[config.mk]
export PLATFORM = sky130hd
export DESIGN_NAME = empty_ptr_storage
export DESIGN_NICKNAME = d
export VERILOG_FILES = /design/src/rtl/hash_table_pkg.sv /design/src/rtl/simple_ram.sv /design/src/rtl/empty_ptr_storage.sv
export SDC_FILE = /design/constraint.sdc
export NUM_CORES = 1
export LEC_CHECK = 0
export ABC_AREA = 1
export ABC_CLOCK_PERIOD_IN_PS = 8100
export CAP_MARGIN = 5
export CORE_UTILIZATION = 50
export DETAILED_ROUTE_END_ITERATION = 6
export DONT_BUFFER_PORTS = 1
export PLACE_DENSITY_LB_ADDON = 0.3
export SLEW_MARGIN = 15
export SYNTH_ARGS = -nofsm -noshare
export SYNTH_HDL_FRONTEND = slang
export SYNTH_SLANG_ARGS = --single-unit
export TNS_END_PERCENT = 20
[constraint.sdc]
create_clock -name clk_i -period 8.1 [get_ports clk_i]
set_clock_uncertainty 0.2 [all_clocks]
set_input_delay 1.62 -clock clk_i [delete_from_list [all_inputs] [get_ports clk_i]]
set_output_delay 1.62 -clock clk_i [all_outputs]
set_load 0.05 [all_outputs]
[src/rtl/hash_table_pkg.sv]
// Shared hash-table definitions: data-table address width and the
// free-list controller state encoding.
package hash_table_pkg;

    localparam int TABLE_ADDR_WIDTH = 4;
    localparam int TABLE_DEPTH      = 2 ** TABLE_ADDR_WIDTH;

    typedef enum logic {
        INIT_S  = 1'b0,
        READY_S = 1'b1
    } eps_state_e;

endpackage

[src/rtl/simple_ram.sv]
// Single write port / registered read port RAM. A read that hits the
// address being written on the same edge returns the old word.
module simple_ram
    import hash_table_pkg::*;
#(
    parameter int AW = TABLE_ADDR_WIDTH
) (
    input  logic          clk_i,
    input  logic          rst_n_i,
    input  logic          we_i,
    input  logic [AW-1:0] waddr_i,
    input  logic [AW-1:0] wdata_i,
    input  logic [AW-1:0] raddr_i,
    output logic [AW-1:0] rdata_o
);

    logic [AW-1:0] mem_q [2**AW];
    logic [AW-1:0] rdata_q;

    always_ff @(posedge clk_i) begin
        if (we_i) begin
            mem_q[waddr_i] <= wdata_i;
        end
    end

    // Only the read register is reset so the head output is clean out of reset.
    always_ff @(posedge clk_i or negedge rst_n_i) begin
        if (!rst_n_i) begin
            rdata_q <= '0;
        end else begin
            rdata_q <= mem_q[raddr_i];
        end
    end

    assign rdata_o = rdata_q;

endmodule

[src/rtl/empty_ptr_storage.sv]
// Free-list of data-table addresses: self-initialising circular FIFO that
// hands out the oldest free address and takes back released ones.
module empty_ptr_storage
    import hash_table_pkg::*;
(
    input  logic                        clk_i,
    input  logic                        rst_n_i,
    input  logic                        srst_i,
    input  logic [TABLE_ADDR_WIDTH-1:0] add_addr_i,
    input  logic                        add_addr_en_i,
    input  logic                        del_addr_en_i,
    output logic [TABLE_ADDR_WIDTH-1:0] empty_addr_o,
    output logic                        empty_addr_val_o,
    output logic                        ready_o,
    output logic [TABLE_ADDR_WIDTH:0]   empty_cnt_o,
    output logic                        overflow_o,
    output logic                        underflow_o
);

    localparam int AW = TABLE_ADDR_WIDTH;
    localparam int CW = TABLE_ADDR_WIDTH + 1;
    localparam logic [CW-1:0] CNT_FULL = CW'(TABLE_DEPTH);
    localparam logic [AW-1:0] ADDR_LAST = AW'(TABLE_DEPTH - 1);

    eps_state_e    state_q, state_d;
    logic [AW-1:0] wr_ptr_q, wr_ptr_d;
    logic [AW-1:0] rd_ptr_q, rd_ptr_d;
    logic [AW-1:0] init_cnt_q, init_cnt_d;
    logic [CW-1:0] count_q, count_d;
    logic          ovf_q, ovf_d;
    logic          unf_q, unf_d;
    logic          fresh_q, fresh_d;

    logic          ram_we;
    logic [AW-1:0] ram_waddr;
    logic [AW-1:0] ram_wdata;
    logic [AW-1:0] ram_rdata;
    logic          do_push;
    logic          do_pop;

    always_comb begin
        state_d    = state_q;
        wr_ptr_d   = wr_ptr_q;
        rd_ptr_d   = rd_ptr_q;
        init_cnt_d = init_cnt_q;
        count_d    = count_q;
        ovf_d      = ovf_q;
        unf_d      = unf_q;
        ram_we     = 1'b0;
        ram_waddr  = wr_ptr_q;
        ram_wdata  = add_addr_i;
        do_push    = 1'b0;
        do_pop     = 1'b0;

        if (srst_i) begin
            state_d    = INIT_S;
            wr_ptr_d   = '0;
            rd_ptr_d   = '0;
            init_cnt_d = '0;
            count_d    = '0;
            ovf_d      = 1'b0;
            unf_d      = 1'b0;
        end else begin
            case (state_q)
                INIT_S: begin
                    ram_we     = 1'b1;
                    ram_waddr  = init_cnt_q;
                    ram_wdata  = init_cnt_q;
                    init_cnt_d = init_cnt_q + 1'b1;
                    wr_ptr_d   = wr_ptr_q + 1'b1;
                    count_d    = count_q + 1'b1;
                    if (del_addr_en_i) begin
                        unf_d = 1'b1;
                    end
                    if (init_cnt_q == ADDR_LAST) begin
                        state_d = READY_S;
                    end
                end
                READY_S: begin
                    // A full FIFO still accepts a push when a pop frees a slot.
                    do_push = add_addr_en_i && ((count_q != CNT_FULL) || del_addr_en_i);
                    do_pop  = del_addr_en_i && (count_q != '0);
                    if (add_addr_en_i && !del_addr_en_i && (count_q == CNT_FULL)) begin
                        ovf_d = 1'b1;
                    end
                    if (del_addr_en_i && (count_q == '0)) begin
                        unf_d = 1'b1;
                    end
                    if (do_push) begin
                        ram_we   = 1'b1;
                        wr_ptr_d = wr_ptr_q + 1'b1;
                    end
                    if (do_pop) begin
                        rd_ptr_d = rd_ptr_q + 1'b1;
                    end
                    count_d = count_q + CW'(do_push) - CW'(do_pop);
                end
                default: begin
                    state_d = INIT_S;
                end
            endcase
        end

        // The head read returns the pre-write word when it hits the slot being
        // written; such a head is stale until the next edge re-reads it.
        fresh_d = !(ram_we && (ram_waddr == rd_ptr_d));
    end

    always_ff @(posedge clk_i or negedge rst_n_i) begin
        if (!rst_n_i) begin
            state_q    <= INIT_S;
            wr_ptr_q   <= '0;
            rd_ptr_q   <= '0;
            init_cnt_q <= '0;
            count_q    <= '0;
            ovf_q      <= 1'b0;
            unf_q      <= 1'b0;
            fresh_q    <= 1'b0;
        end else begin
            state_q    <= state_d;
            wr_ptr_q   <= wr_ptr_d;
            rd_ptr_q   <= rd_ptr_d;
            init_cnt_q <= init_cnt_d;
            count_q    <= count_d;
            ovf_q      <= ovf_d;
            unf_q      <= unf_d;
            fresh_q    <= fresh_d;
        end
    end

    simple_ram #(
        .AW (AW)
    ) u_ram (
        .clk_i   (clk_i),
        .rst_n_i (rst_n_i),
        .we_i    (ram_we),
        .waddr_i (ram_waddr),
        .wdata_i (ram_wdata),
        .raddr_i (rd_ptr_d),
        .rdata_o (ram_rdata)
    );

    assign empty_addr_o     = ram_rdata;
    assign empty_addr_val_o = (state_q == READY_S) && (count_q != '0) && fresh_q;
    assign ready_o          = (state_q == READY_S);
    assign empty_cnt_o      = count_q;
    assign overflow_o       = ovf_q;
    assign underflow_o      = unf_q;

endmodule
==> flow_metrics.env <==
export IMPL_status="completed"
export IMPL_p_comb_frac=0.084
export IMPL_yosys_top_cells_area="edfxtp_1 43%, dfrtp_1 14%, inv_1 7.9%"
export IMPL_fmax_mhz=232.5
export IMPL_worst_setup_path_start_kind="flip-flop"
export IMPL_cellLeakagePower_nw=2.107
export IMPL_finalMaxSlewViolations=0
export IMPL_grt_pass1_wl_um=15650
export IMPL_cts_hold_fix_buffers=0
export IMPL_switching_share=0.2681
export IMPL_yosysSeqAreaShare=0.5638
export IMPL_syn_area_per_cell_sq_um=9.593
export IMPL_worst_ep_required_time_ps=6280
export IMPL_drc_errors=0
export IMPL_grt_overflow=0
export IMPL_dr_pass1_iters=6
export IMPL_crit_type="reg -> out"
export IMPL_postCtsSetupRepairBufs=0
export IMPL_drive_gt1_frac=0.07384
export IMPL_clock_tree_root_cell="clkbuf_8"
export IMPL_fin_crit_sh=0.5309
export IMPL_switchingPower_w=0.0002502
export IMPL_drtIter0Drc=292
export IMPL_area_delta_synth_final_pct=5.705
export IMPL_io_pin_count=22
export IMPL_netlist_area_sq_um=4518
export IMPL_post_drt_wl_per_cell_um=16.12
export IMPL_r2r_start="empty_cnt_o[2]"
export IMPL_rsz0062_at_grt="false"
export IMPL_track_usage=0.2150
export IMPL_p_per_area_nw_per_um2=195.4
export IMPL_clkTransAtPathRegs_ps=90
export IMPL_clockBufferDepth=2
export IMPL_ir_drop_mv=0.1064
export IMPL_fin_nets=491
export IMPL_fin_cells=582
export IMPL_p_seq_frac=0.571
export IMPL_synth_top_area_cell="edfxtp_1"
export IMPL_gp_congestion=0.8567
export IMPL_die_area_sq_um=9421
export IMPL_min_period_ps=4300
export IMPL_yosysUniqueCellTypes=35
export IMPL_finalSetupViolations=0
export IMPL_p_clk_frac=0.345
export IMPL_hp_class="reg -> reg"
export IMPL_portBuffers=0
export IMPL_netlist_area_leader_share=0.4254
export IMPL_cp_max_fo=6
export IMPL_dpl_hpwl_um=6218
export IMPL_worstPathArrival_ps=2480
export IMPL_min_from="wr_ptr_q[3]"
export IMPL_cts_tree="done"
export IMPL_cts_num_sinks=89
export IMPL_cellInternalPower_w=0.0006831
export IMPL_finalSetupTns_ps=0
export IMPL_diodes=0
export IMPL_grt_max_degree=36
export IMPL_start_util=0.5181
export IMPL_grt_pass1_vias=3108
export IMPL_finalWirelength_um=9383
export IMPL_fin_ws_ps=3800
export IMPL_yosysWarningCount=0
export IMPL_synthCells=471
export IMPL_clk_latency_ps=370
export IMPL_die_h_um=97.06
export IMPL_cts_resized_gates=0
export IMPL_relSlewSlack=0.3672
export IMPL_worst_pin_slew_ps=947.0
export IMPL_antenna_found_initial=0
export IMPL_fp_dieW_um=97.06
export IMPL_preCtsSetupSlack_ps=4201
export IMPL_viasPerCell=5.607
export IMPL_cts_max_level=3
export IMPL_numCtsBuffers=9
export IMPL_placed_cells=566
export IMPL_via_count=3263
export IMPL_syn_nets=493
export IMPL_max_cap_viol_count=0
export IMPL_core_sq_um=8721
export IMPL_ys_ff_latch=89
export IMPL_ant_nets=0
export IMPL_crit_path_end_kind="primary output"
export IMPL_rows=34
export IMPL_crit_start="empty_cnt_o[2]"
export IMPL_hold_viol=0
==> registers in the layout, summed over array words and instances (netlist names), 4 cells and up <==
name           flops
empty_cnt_o        5
u_ram.rdata_o      4
rd_ptr_q           4
wr_ptr_q           4
u_ram.mem_q       64
init_cnt_q         4
==> layout make-up <==
type | instances | area, sq um
Clock buffer | 9 | 123.9
Clock inverter | 7 | 87.58
Fill cell | 761 | 3945
Inverter | 100 | 377.9
Multi-Input combinational cell | 265 | 1474
Sequential cell | 89 | 2547
Tap cell | 108 | 135.1
Timing Repair Buffer | 4 | 30.03
==> cell usage after synthesis <==
library cell,n
nor2_1,32
nor3_1,5
nand3_4,2
buf_4,1
nand3_1,66
o22ai_1,3
o41ai_1,1
a21oi_1,10
nand4_2,1
xnor2_1,2
xor2_1,5
nor4_1,1
inv_4,1
o21bai_4,1
inv_2,3
clkbuf_1,5
ha_1,12
o21ai_0,13
nand3_2,3
buf_6,6
nor2_4,1
nand2_2,2
o21bai_1,3
a21oi_2,1
dfrtp_1,25
edfxtp_1,64
nand2_1,64
o21a_1,2
fa_1,1
a32o_1,1
inv_1,95
o21ai_1,4
clkinv_1,1
nand4_1,29
buf_2,5
==> routing by layer <==
metal  track usage  up-vias  part of all wire
li1              -     1561                 -
met1        0.2942     1582              0.44
met2        0.3499      100              0.48
met3       0.03237       20             0.061
met4       0.07692        0             0.023
met5             0        -                 0
==> critical path, stage by stage (launching register included) <==
cell     delay (ps)
dfrtp_1         760
inv_1           150
ha_1            260
nand3_2         120
nand2_1          80
nor2_1          730
==> power groups by stage <==
stage          logic [W]  clock network, W  registers (W)
5_1_grt        0.0000878          0.000342       0.000535
2_1_floorplan  0.0000556                 0       0.000540
3_3_place_gp   0.0000758                 0       0.000543
3_5_place_dp   0.0000775                 0       0.000543
4_1_cts        0.0000781          0.000326       0.000533
6_report       0.0000780          0.000322       0.000533
==> stage by stage <==
step	cell area [sq um]	total power, W	hold slack [ps]	utilization
5_1_grt	4776	0.0009653	432.4	0.5476
3_3_place_gp	4564	0.0006186	341.0	0.5234
6_report	4776	0.0009332	376.9	0.5476
3_5_place_dp	4564	0.0006208	353.0	0.5234
2_1_floorplan	4518	0.0005961	319.3	-
4_1_cts	4776	0.0009373	378.3	0.5476
==> worst paths after layout <==
kind / slack, ps / depth (start not counted) / to
hold reg to reg: 380 / 2 / wr_ptr_q[3]
max in group asynchronous: 6890 / 0 / rd_ptr_q[0]
setup / recovery: 3800 / 5 / empty_addr_val_o
hold / removal: 380 / 2 / wr_ptr_q[3]
min in group asynchronous: 730 / 0 / u_ram.rdata_o[1]
setup reg to reg: 4480 / 11 / u_ram.rdata_o[2]
==> logic make-up after synthesis <==
group,count (synthesis),share of synthesized area
buf+inv,117,0.1099
simple gates,206,0.2224
flops,89,0.5638
xor+xnor,7,0.01357
fa+ha+maj,13,0.03766
compound gates,39,0.05262
==> placed cells by master, fill, tap and decap left out, drive strengths merged <==
cell / instances
o22ai: 3
nand3: 71
edfxtp: 64
buf: 4
ha: 12
clkinvlp: 2
bufinv: 1
o21a: 2
nand4: 30
o21bai: 4
a21oi: 11
clkbuf: 9
nand2: 66
xnor2: 2
o41ai: 1
xor2: 5
clkinv: 2
nor2: 33
nor4: 1
fa: 1
inv: 102
a32o: 1
dfrtp: 25
nor3: 5
o21ai: 17
No activity file was read; power rests on OpenSTA's default activity.
